$ cat src/rtl/pipeline_ctrl_pkg.sv
// rtl/pipeline_ctrl_pkg.sv - shared state encoding and control-vector layout for pipeline control blocks
package pipeline_ctrl_pkg;

  localparam logic [1:0] ST_RUN      = 2'd0;
  localparam logic [1:0] ST_MEM_WAIT = 2'd1;
  localparam logic [1:0] ST_ERR      = 2'd2;

  // Control vector bit order: {pc, if_id_w, if_id_f, id_ex_w, id_ex_f, ex_mem_w, mem_wb_f}
  typedef logic [6:0] ctrl_vec_t;

  localparam int CTRL_PC       = 6;
  localparam int CTRL_IF_ID_W  = 5;
  localparam int CTRL_IF_ID_F  = 4;
  localparam int CTRL_ID_EX_W  = 3;
  localparam int CTRL_ID_EX_F  = 2;
  localparam int CTRL_EX_MEM_W = 1;
  localparam int CTRL_MEM_WB_F = 0;

  localparam ctrl_vec_t CTRL_RESET  = 7'b0010101;
  localparam ctrl_vec_t CTRL_RUN    = 7'b1101010;
  localparam ctrl_vec_t CTRL_FREEZE = 7'b0000001;
  localparam ctrl_vec_t CTRL_HALT   = 7'b0000000;

  // Redirect outranks hazard: the ID instruction is wrong-path, so its stall is moot.
  function automatic ctrl_vec_t run_ctrl(input logic redirect, input logic hazard,
                                         input logic imem_ready);
    ctrl_vec_t c;
    c = CTRL_RUN;
    if (redirect) begin
      c[CTRL_IF_ID_F] = 1'b1;
      c[CTRL_ID_EX_F] = 1'b1;
    end else if (hazard) begin
      c[CTRL_PC]      = 1'b0;
      c[CTRL_IF_ID_W] = 1'b0;
      c[CTRL_ID_EX_F] = 1'b1;
    end else if (!imem_ready) begin
      c[CTRL_PC]      = 1'b0;
      c[CTRL_IF_ID_F] = 1'b1;
    end
    return c;
  endfunction

endpackage

$ cat src/rtl/pipeline_ctrl_perf_counter.sv
// rtl/pipeline_ctrl_perf_counter.sv - enable-gated wrapping event counter
module pipeline_ctrl_perf_counter #(
  parameter int CNT_W = 32
) (
  input  logic             clk,
  input  logic             rstn,
  input  logic             en,
  output logic [CNT_W-1:0] cnt
);

  always_ff @(posedge clk) begin
    if (!rstn) begin
      cnt <= '0;
    end else if (en) begin
      cnt <= cnt + CNT_W'(1);
    end
  end

endmodule

$ cat src/rtl/pipeline_ctrl.sv
// rtl/pipeline_ctrl.sv - pipeline stall/flush scheduler with data-memory wait watchdog
module pipeline_ctrl
  import pipeline_ctrl_pkg::*;
#(
  parameter int TIMEOUT = 16,
  parameter int CNT_W   = 32
) (
  input  logic             clk,
  input  logic             rstn,
  input  logic             hazard,
  input  logic             redirect,
  input  logic             imem_ready,
  input  logic             dmem_req,
  input  logic             dmem_ready,
  output logic             pc_write,
  output logic             if_id_write,
  output logic             if_id_flush,
  output logic             id_ex_write,
  output logic             id_ex_flush,
  output logic             ex_mem_write,
  output logic             mem_wb_flush,
  output logic             bus_err,
  output logic [CNT_W-1:0] stall_cnt,
  output logic [CNT_W-1:0] flush_cnt
);

  logic [1:0] state, state_nxt;
  logic [7:0] wait_cnt, wait_nxt;
  logic       bus_err_nxt;
  logic       flush_inc;
  logic       stall_inc;
  ctrl_vec_t  ctrl;

  always_comb begin
    ctrl        = CTRL_RESET;
    state_nxt   = state;
    wait_nxt    = wait_cnt;
    bus_err_nxt = bus_err;
    flush_inc   = 1'b0;
    if (rstn) begin
      case (state)
        ST_RUN: begin
          if (dmem_req && !dmem_ready) begin
            ctrl      = CTRL_FREEZE;
            state_nxt = ST_MEM_WAIT;
            wait_nxt  = 8'd1;
          end else begin
            ctrl      = run_ctrl(redirect, hazard, imem_ready);
            flush_inc = redirect;
          end
        end
        ST_MEM_WAIT: begin
          // A dropped request without ready is treated as completion.
          if (dmem_ready || !dmem_req) begin
            ctrl      = run_ctrl(redirect, hazard, imem_ready);
            flush_inc = redirect;
            state_nxt = ST_RUN;
            wait_nxt  = 8'd0;
          end else begin
            ctrl = CTRL_FREEZE;
            if (wait_cnt == 8'(TIMEOUT - 1)) begin
              state_nxt   = ST_ERR;
              bus_err_nxt = 1'b1;
            end else begin
              wait_nxt = wait_cnt + 8'd1;
            end
          end
        end
        default: ctrl = CTRL_HALT;
      endcase
    end
  end

  always_ff @(posedge clk) begin
    if (!rstn) begin
      state    <= ST_RUN;
      wait_cnt <= 8'd0;
      bus_err  <= 1'b0;
    end else begin
      state    <= state_nxt;
      wait_cnt <= wait_nxt;
      bus_err  <= bus_err_nxt;
    end
  end

  assign pc_write     = ctrl[CTRL_PC];
  assign if_id_write  = ctrl[CTRL_IF_ID_W];
  assign if_id_flush  = ctrl[CTRL_IF_ID_F];
  assign id_ex_write  = ctrl[CTRL_ID_EX_W];
  assign id_ex_flush  = ctrl[CTRL_ID_EX_F];
  assign ex_mem_write = ctrl[CTRL_EX_MEM_W];
  assign mem_wb_flush = ctrl[CTRL_MEM_WB_F];

  assign stall_inc = rstn && (state != ST_ERR) && !ctrl[CTRL_PC];

  pipeline_ctrl_perf_counter #(.CNT_W(CNT_W)) u_stall_cnt (
    .clk  (clk),
    .rstn (rstn),
    .en   (stall_inc),
    .cnt  (stall_cnt)
  );

  pipeline_ctrl_perf_counter #(.CNT_W(CNT_W)) u_flush_cnt (
    .clk  (clk),
    .rstn (rstn),
    .en   (flush_inc),
    .cnt  (flush_cnt)
  );

endmodule

$ cat config.mk
export PLATFORM = sky130hd
export DESIGN_NAME = pipeline_ctrl
export DESIGN_NICKNAME = d
export VERILOG_FILES = /design/src/rtl/pipeline_ctrl_pkg.sv /design/src/rtl/pipeline_ctrl_perf_counter.sv /design/src/rtl/pipeline_ctrl.sv
export SDC_FILE = /design/constraint.sdc
export NUM_CORES = 1
export LEC_CHECK = 0
export BUFFER_PORTS_ARGS = -buffer_cell sky130_fd_sc_hd__buf_2
export CAP_MARGIN = 20
export CORE_ASPECT_RATIO = 0.5
export CORE_UTILIZATION = 30
export DETAILED_ROUTE_END_ITERATION = 7
export HOLD_SLACK_MARGIN = 0.15
export SYNTH_ARGS = -nofsm -noshare
export SYNTH_HDL_FRONTEND = slang
export SYNTH_SLANG_ARGS = --single-unit
$ cat constraint.sdc
create_clock -name clk -period 1.98 [get_ports clk]
set_input_delay 0.396 -clock clk [delete_from_list [all_inputs] [get_ports clk]]
set_output_delay 0.396 -clock clk [all_outputs]
set_load 0.01 [all_outputs]
# After elaboration in Yosys (flattened, before gate mapping)
# Cells that the tools add are included.
[word_totals]
register_bits = 75
latch_bits = 0
ramBits = 0
mem_bits_ro = 0
inputBits = 7
out_inout_bits = 72
word_cells = 52
memories = 0
[op_classes]
add_sub_neg = 3
n_mul = 0
n_div = 0
magnitude_cmp = 0
n_eq_ne = 6
shift = 0
mux = 25
bitwise_logic = 1
reduce_logical = 12
[op_table]
columns = ["operator", "count"]
rows = [
  ["$add 32x1->32 const B", 2],
  ["$mux 8", 3],
  ["$mux 7", 3],
  ["$pmux 8 s2", 1],
  ["$pmux 7 s2", 1],
  ["$mux 1", 11],
  ["$reduce_and 3->1", 3],
  ["$add 8x1->8 const B", 1],
  ["$eq 8x4->1 const B", 1],
  ["$mux 2", 4],
  ["$ne 3x3->1 const B", 2],
  ["$ne 2x2->1 const B", 2],
  ["$pmux 2 s2", 1],
  ["$logic_and 1x1->1", 3],
  ["$logic_not 1->1", 3],
  ["$eq 2x1->1 const B", 1],
  ["$logic_not 2->1", 1],
  ["$pmux 1 s2", 1],
  ["$reduce_bool 2->1", 1],
  ["$logic_or 1x1->1", 1],
  ["$not 1->1", 1],
]

# Depth between registers and ports, before layout
# Gate-level depths: netlist of the first run.
[logic_depth]
word_depth = 8
depth_mapped = 7
depth_no_buf = 6

# Cells and area by module
# A second synthesis of the first run with hierarchy kept.
[hier_totals]
cells_unflattened = 440
hier_area_um2 = 3759.9
[by_module_without_submodules]
columns = ["module", "n_inst", "cells_each", "area_each_um2", "seq_area_each_um2"]
rows = [
  ["pipeline_ctrl_perf_counter at u_flush_cnt", 1, 176, 1562.7, 640.6],
  ["pipeline_ctrl_perf_counter at u_stall_cnt", 1, 175, 1495.2, 640.6],
  ["pipeline_ctrl", 1, 89, 701.9, 220.2],
]

# Least setup slack after synthesis of the first run
# No wires, ideal clock.
[synth_path]
path_kind = "register -> register"
start = "register wait_cnt[0]"
end = "register wait_cnt[3]"
setup_time_ps = 72
t_arrival_ps = 1690
required_time_ps = 1908
setup_slack_ps = 218
path_stages_with_launch = 7
n_path_buf = 0
period_less_slack_ps = 1762
cell_sequence = "dfxtp_1 ha_1 and4b_1 a31oi_2 nand2_1 or3_1 a21oi_1"
[synth_via]
elab_chain_len = 4
word_cells_on_any_way = 7
cone_classes = "add/sub (1); eq/ne (2); mux (3); reduce/logical (1)"
[synth_rtl]
columns = ["item", "line_no", "source"]
rows = [
  ["start, declared", "pipeline_ctrl.sv:28", "logic [7:0] wait_cnt, wait_nxt;"],
  ["start signal, assigned", "pipeline_ctrl.sv:81", "wait_cnt <= wait_nxt;"],
  ["$add 8x1->8", "pipeline_ctrl.sv:65", "wait_nxt = wait_cnt + 8'd1;"],
  ["$mux 8", "pipeline_ctrl.sv:61", "if (wait_cnt == 8'(TIMEOUT - 1)) begin"],
  ["$mux 8", "pipeline_ctrl.sv:54", "if (dmem_ready || !dmem_req) begin"],
  ["$pmux 8 s2", "pipeline_ctrl.sv:41", "case (state)"],
]
# Several ways; a longest one is shown, not always the timed one. The select of a mux whose other input is x is not followed.
# A chain may end at the register's enable or synchronous reset.

# Worst setup path in the final report of the first run
[layout_path]
start = "register state[1]"
end = "output pc_write"
[layout_via]
elab_chain_len = 3
word_cells_on_any_way = 4
cone_classes = "eq/ne (1); mux (2); reduce/logical (1)"
[layout_rtl]
columns = ["item", "line_no", "source"]
rows = [
  ["start, declared", "pipeline_ctrl.sv:27", "logic [1:0] state, state_nxt;"],
  ["start signal, assigned", "pipeline_ctrl.sv:80", "state <= state_nxt;"],
  ["$eq 2x1->1 / $logic_not 2->1 (equally long branches)", "pipeline_ctrl.sv:41", ""],
  ["$pmux 7 s2 *", "pipeline_ctrl.sv:41", ""],
  ["$mux 7 *", "pipeline_ctrl.sv:40", "if (rstn) begin"],
  ["end, declared", "pipeline_ctrl.sv:15", "output logic pc_write,"],
]
# Every way passes the cells marked *; elsewhere a longest branch is shown, timed or not.

==> results of run 1 <==
==> worst register-to-register path: stages (launching register included) <==
cell and delay [ps]:
dfxtp_1 420, and4_1 380, nand3_1 230, nor3_1 380, xor2_1 110, and2_1 170
==> registers in the layout (all words and copies together), names as in the netlist <==
name             count
state                2
u_flush_cnt.cnt     32
bus_err              1
wait_cnt             8
u_stall_cnt.cnt     32
==> worst max path at each step <==
stage / endpoint / slack, ps / depth (start not counted)
6_report: pc_write / 150 / 5
5_1_grt: u_stall_cnt.cnt[14]$_SDFFE_PN0P_ / -3 / 5
4_1_cts: if_id_write / 60 / 5
3_5_place_dp: u_stall_cnt.cnt[28]$_SDFFE_PN0P_ / 100 / 7
3_3_place_gp: u_stall_cnt.cnt[28]$_SDFFE_PN0P_ / 160 / 7
2_1_floorplan: wait_cnt[3]$_SDFFE_PN0P_ / 220 / 6
==> per-layer routing <==
metal | up-vias | GRT usage [%] | share of wire [%]
met3 | 15 | 3.89 | 3.4
li1 | 1673 | - | -
met1 | 1542 | 16.1 | 47
met4 | 0 | 4.81 | 1.4
met2 | 33 | 23.4 | 48
met5 | - | 0 | 0
==> Yosys cell counts, types with 2 or more instances <==
master / number / area, µm²
xnor2_1: 11 / 96.3
nor4b_1: 4 / 35.0
nand4_1: 14 / 87.6
nor4_1: 6 / 37.5
a21oi_1: 5 / 25.0
nor2b_1: 5 / 31.3
and3_1: 7 / 43.8
clkbuf_1: 11 / 41.3
nor3b_1: 2 / 15.0
nor3_2: 3 / 30.0
nand2b_1: 17 / 106
nor2_1: 16 / 60.1
nand4_4: 3 / 63.8
ha_1: 3 / 37.5
mux2i_1: 22 / 220
and4_1: 10 / 87.6
nor3_1: 11 / 55.1
xor2_1: 26 / 228
inv_1: 6 / 22.5
nand3_1: 29 / 145
buf_2: 5 / 25.0
dfxtp_1: 75 / 1500
o21ai_0: 15 / 75.1
or3_1: 8 / 50.1
and2_1: 33 / 206
a21boi_1: 6 / 45.0
nand2_1: 59 / 221
==> report_power, final <==
group	leakage [nW]	switching (W)	internal (W)
Sequential	0.605	0.0000177	0.00152
Combinational	1.45	0.000102	0.0000647
Clock	0.165	0.000634	0.00117
Total	2.22	0.000753	0.00275
==> stage by stage <==
stage	setup TNS, ps	setup slack, ps	area [µm²]
2_1_floorplan	0	218	3800
3_3_place_gp	0	158	4440
3_5_place_dp	0	100	4440
4_1_cts	0	57.3	4770
5_1_grt	-4.29	-3.30	4770
6_report	0	154	4770
==> cell type report <==
class / count / area, µm² / share of cell area (%)
clock buffer: 11 / 253 / 5.30
tap: 165 / 206 / 4.33
timing repair buffer: 92 / 520 / 10.9
sequential: 75 / 1500 / 31.5
clock inverter: 5 / 75.1 / 1.57
multi-input combinational: 333 / 2190 / 45.9
inverter: 6 / 22.5 / 0.472
==> what timing repair did <==
action	CTS	global route
buffers inserted	0	0
resized for setup	0	1
endpoints found under the setup margin	0	4
endpoints found under the hold margin	0	0
==> cells by family after synthesis <==
| kind of cell | after synthesis | synth area share, % |
|---|---|---|
| simple gates | 234 | 36.0 |
| fa+ha+maj | 3 | 0.989 |
| xor+xnor | 37 | 8.53 |
| compound gates | 37 | 6.29 |
| buf+inv | 24 | 2.83 |
| mux | 22 | 5.80 |
| flops | 75 | 39.5 |
==> flow_metrics.tcl, run 1 <==
set metrics [dict create \
    finalSetupViolations 0 \
    endpoint_kind "output port" \
    synth_area_per_cell_um2 8.79 \
    routed_wl_mm 8.65 \
    grt_pass1_wl_mm 14.1 \
    crit_chain "buf_4, nor2_1, nand2_1, a21oi_1, buf_2" \
    pwr_density_cell_nw_per_um2 735 \
    drive_gt1_share_pct 23.4 \
    async_flop_share_pct 0 \
    die_area_um2 13100 \
    rr_worst_depth 5 \
    power_w 0.00351 \
    critPathLaunchType "flop" \
    cp_num_buf_inv 2 \
    holdPathEnd "u_flush_cnt.cnt[31]$_SDFFE_PN0P_" \
    final_cell_mix "buf_2, dfxtp_1, nand2_1, and2_1, nand3_1" \
    viasPerCell 4.75 \
    hold_buffers 0 \
    synth_seq_area_share_pct 39.5 \
    antenna_found_initial 0 \
    final_util_pct 39.5 \
    r2r-start "u_stall_cnt.cnt[5]$_SDFFE_PN0P_" \
    cts_root_buffer "clkbuf_16" \
    max_slew_margin_pct 65.8 \
    slowest_stage "dfxtp_2" \
    whs_ps 482 \
    cp.arrival_ps 1430 \
    overflow 0 \
    vias 3263 \
    synth_edf_count 0 \
    ant_nets 0 \
    die_w_um 161 \
    gp_congestion 0.759 \
    min_from "u_flush_cnt.cnt[31]$_SDFFE_PN0P_" \
    drc 0 \
    port_buffers 78 \
    rrSetupSlack_ps 180 \
    start_util_pct 31.4 \
    ys_ff_latch 75 \
    synth_nets 442 \
    nets 527 \
    status "finished, final reports clean" \
    yosysWarnings 0 \
    htree_levels 3 \
    final_common_cell "buf_2" \
    cts_tree "yes" \
    slew_violations 0 \
    ys.flop_type "dfxtp_1" \
    fp-row-count 28 \
    core_um2 12100 \
    die_y_um 81.6 \
    cp_max_fo 6 \
    worstMarginPinSlew_ps 510 \
    place_inst 671 \
    slowest_delay_ps 370 \
    cts.sinks 75 \
    grt_max_degree 77 \
    ir_drop_v 0.000464 \
    path_clk_slew_ps 60 \
    synthesis.area_um2 3800 \
    area_growth_syn_to_layout_pct 25.6 \
    final-hold-violation-count 0 \
    drtIter0Drc 146 \
    synth_cells 432 \
    worstPathRequired_ps 1580 \
    startpoint "state[1]$_SDFFE_PN0P_" \
    hold_depth 2 \
    skew_ps 3.59 \
    cp_top_family "flip-flops" \
    grt_pass1_vias 3033 \
    dr.pass1.iters 4 \
    final_cells 687 \
    period_needed_ps 1830 \
    dp_hpwl_mm 6.16 \
    clock_latency_ps 330 \
    wl_per_cell_um 12.6 \
    criticalPathCategory "flop to output port" \
    r2r_end "u_stall_cnt.cnt[13]$_SDFFE_PN0P_" \
    cts_buffers 9 \
    nFillCells 1247 \
    fmax_mhz 548 \
    ios 79 \
    maxCapViolCount 0 \
    grtUsageTotal_pct 13.4 \
    hold_class "flop to flop" \
    n_antenna_cell 0 \
    min_period_over_period_pct 92.2 \
    clock_path_buffers 2 \
    rsz0062_at_grt "true" \
    synth_cell_type_count 47 \
    leakagePower_nw 2.22 \
]
(Power assumes the default switching activity.)
==> inputs of run 2 (changes only) <==
--- a/config.mk
+++ b/config.mk
@@ -11,6 +11,7 @@
 export CORE_UTILIZATION = 30
 export DETAILED_ROUTE_END_ITERATION = 7
 export HOLD_SLACK_MARGIN = 0.15
+export PLACE_DENSITY = 0.58
 export SYNTH_ARGS = -nofsm -noshare
 export SYNTH_HDL_FRONTEND = slang
 export SYNTH_SLANG_ARGS = --single-unit
==> flow_metrics.tcl, run 2 (synthesized netlist as in run 1, its figures left out) <==
set metrics [dict create \
    drtIter0Drc 197 \
    slew_violations 0 \
    viasPerCell 4.80 \
    path_clk_slew_ps 60 \
    fp-row-count 28 \
    ir_drop_v 0.000345 \
    grt_max_degree 67 \
    maxCapViolCount 0 \
    crit_top_cell "nand3_1" \
    cp_max_fo 6 \
    n_antenna_cell 0 \
    die_y_um 81.6 \
    reg_top3 "u_flush_cnt.cnt: 32 flops, u_stall_cnt.cnt: 32 flops, wait_cnt: 8 flops" \
    overflow 0 \
    hold_buffers 0 \
    antenna_found_initial 0 \
    slowest_delay_ps 410 \
    pwr_density_cell_nw_per_um2 702 \
    power_w 0.00333 \
    hold_class "flop to flop" \
    clock_latency_ps 320 \
    dr.pass1.iters 4 \
    dp_hpwl_mm 6.04 \
    gp_congestion 0.744 \
    crit_chain "and4_1, nand3_1, nor3_1, nand3_1, mux2i_1" \
    start_util_pct 31.4 \
    grt_pass1_wl_mm 14.2 \
    nets 526 \
    met2_usage_pct 21.9 \
    cts_tree "yes" \
    finalInstanceArea_um2 4740 \
    use_met3_pct 3.38 \
    skew_ps 6.49 \
    holdPathEnd "u_stall_cnt.cnt[31]$_SDFFE_PN0P_" \
    grtUsageMet1_pct 17.2 \
    slowest_stage "nor3_1" \
    criticalPathCategory "flop to flop" \
    drc 0 \
    worstPathRequired_ps 2190 \
    htree_levels 3 \
    nFillCells 1229 \
    cp.arrival_ps 2030 \
    setup_tns_ps 0 \
    ios 79 \
    cts_buffers 9 \
    cp_top_family "simple AND/OR/NAND/NOR gates" \
    hold_depth 2 \
    final_cells 685 \
    grt_pass1_vias 3022 \
    rrSetupSlack_ps 170 \
    area_growth_syn_to_layout_pct 24.8 \
    grtUsageTotal_pct 13.3 \
    min_period_over_period_pct 91.6 \
    final_util_pct 39.2 \
    post_cts_buffers 0 \
    die_area_um2 13100 \
    final_cell_mix "buf_2, dfxtp_1, nand2_1, and2_1, nand3_1" \
    core_um2 12100 \
    max_slew_margin_pct 66.8 \
    cts_root_buffer "clkbuf_16" \
    wl_per_cell_um 12.4 \
    status "finished, final reports clean" \
    ctsResizeCount 0 \
    endpoint_kind "flop" \
    leakagePower_nw 2.19 \
    top_usage_layer "met2" \
    cts.sinks 75 \
    port_buffers 78 \
    clock_path_buffers 2 \
    rr_worst_depth 5 \
    vias 3287 \
    drive_gt1_share_pct 22.7 \
    dpl-instance-area_um2 4440 \
    r2r_end "u_stall_cnt.cnt[15]$_SDFFE_PN0P_" \
    final_common_cell "buf_2" \
    ant_nets 0 \
    routed_wl_mm 8.47 \
    min_from "u_stall_cnt.cnt[31]$_SDFFE_PN0P_" \
    r2r-start "u_stall_cnt.cnt[5]$_SDFFE_PN0P_" \
    rsz0062_at_grt "false" \
    die_w_um 161 \
    critPathLaunchType "flop" \
    worstMarginPinSlew_ps 494 \
    final-hold-violation-count 0 \
    cp_num_buf_inv 0 \
    period_needed_ps 1810 \
    fmax_mhz 551 \
    finalSetupViolations 0 \
    place_inst 670 \
]
==> run 2: cell count changes in the layout (fill, tap and decap cells not counted), sizes merged <==
cell | previous run | this run
buf | 92 | 91
bufinv | 2 | 1
clkinv | 3 | 2
clkinvlp | 0 | 1
==> run 2: worst max path at each step <==
| stage | slack [ps] | startpoint | end | cells past startpoint |
|---|---|---|---|---|
| 2_1_floorplan | 220 | wait_cnt[0]$_SDFFE_PN0P_ | wait_cnt[3]$_SDFFE_PN0P_ | 6 |
| 3_3_place_gp | 140 | dmem_ready | u_stall_cnt.cnt[28]$_SDFFE_PN0P_ | 7 |
| 3_5_place_dp | 100 | dmem_ready | u_stall_cnt.cnt[15]$_SDFFE_PN0P_ | 7 |
| 4_1_cts | 180 | u_stall_cnt.cnt[5]$_SDFFE_PN0P_ | u_stall_cnt.cnt[15]$_SDFFE_PN0P_ | 5 |
| 5_1_grt | 20 | u_flush_cnt.cnt[3]$_SDFFE_PN0P_ | u_flush_cnt.cnt[13]$_SDFFE_PN0P_ | 5 |
| 6_report | 170 | u_stall_cnt.cnt[5]$_SDFFE_PN0P_ | u_stall_cnt.cnt[15]$_SDFFE_PN0P_ | 5 |
==> run 2: per-stage QoR <==
step                setup slack, ps  hold WS (ps)
global route                   19.1           498
detailed placement             99.4           465
floorplan                       218           466
global placement                144           459
finish                          166           470
CTS                             178           474
==> run 2: report_power, final <==
group / leakage, nW / total, W / internal, W / switching, W
Combinational: 1.45 / 0.000169 / 0.0000675 / 0.000102
Sequential: 0.605 / 0.00154 / 0.00152 / 0.0000164
Clock: 0.142 / 0.00162 / 0.00100 / 0.000614
Total: 2.19 / 0.00333 / 0.00259 / 0.000732
==> run 2: final cells by class <==
cell class	instances	area, µm²	area share (%)
Clock inverter	4	51.3	1.08
Multi-Input combinational cell	333	2190	46.2
Timing Repair Buffer	91	526	11.1
Clock buffer	11	243	5.12
Sequential cell	75	1500	31.7
Tap cell	165	206	4.36
Inverter	6	22.5	0.475
==> run 2: layer usage <==
metal | up-vias | share of wire [%]
li1 | 1670 | -
met1 | 1568 | 50
met2 | 41 | 46
met3 | 8 | 3.2
met4 | 0 | 0.74
met5 | - | 0
==> run 2: worst register-to-register path: stages (launching register included) <==
cell     delay, ps
dfxtp_1        400
and4_1         380
nand3_1        230
nor3_1         410
nand3_1        150
mux2i_1        130
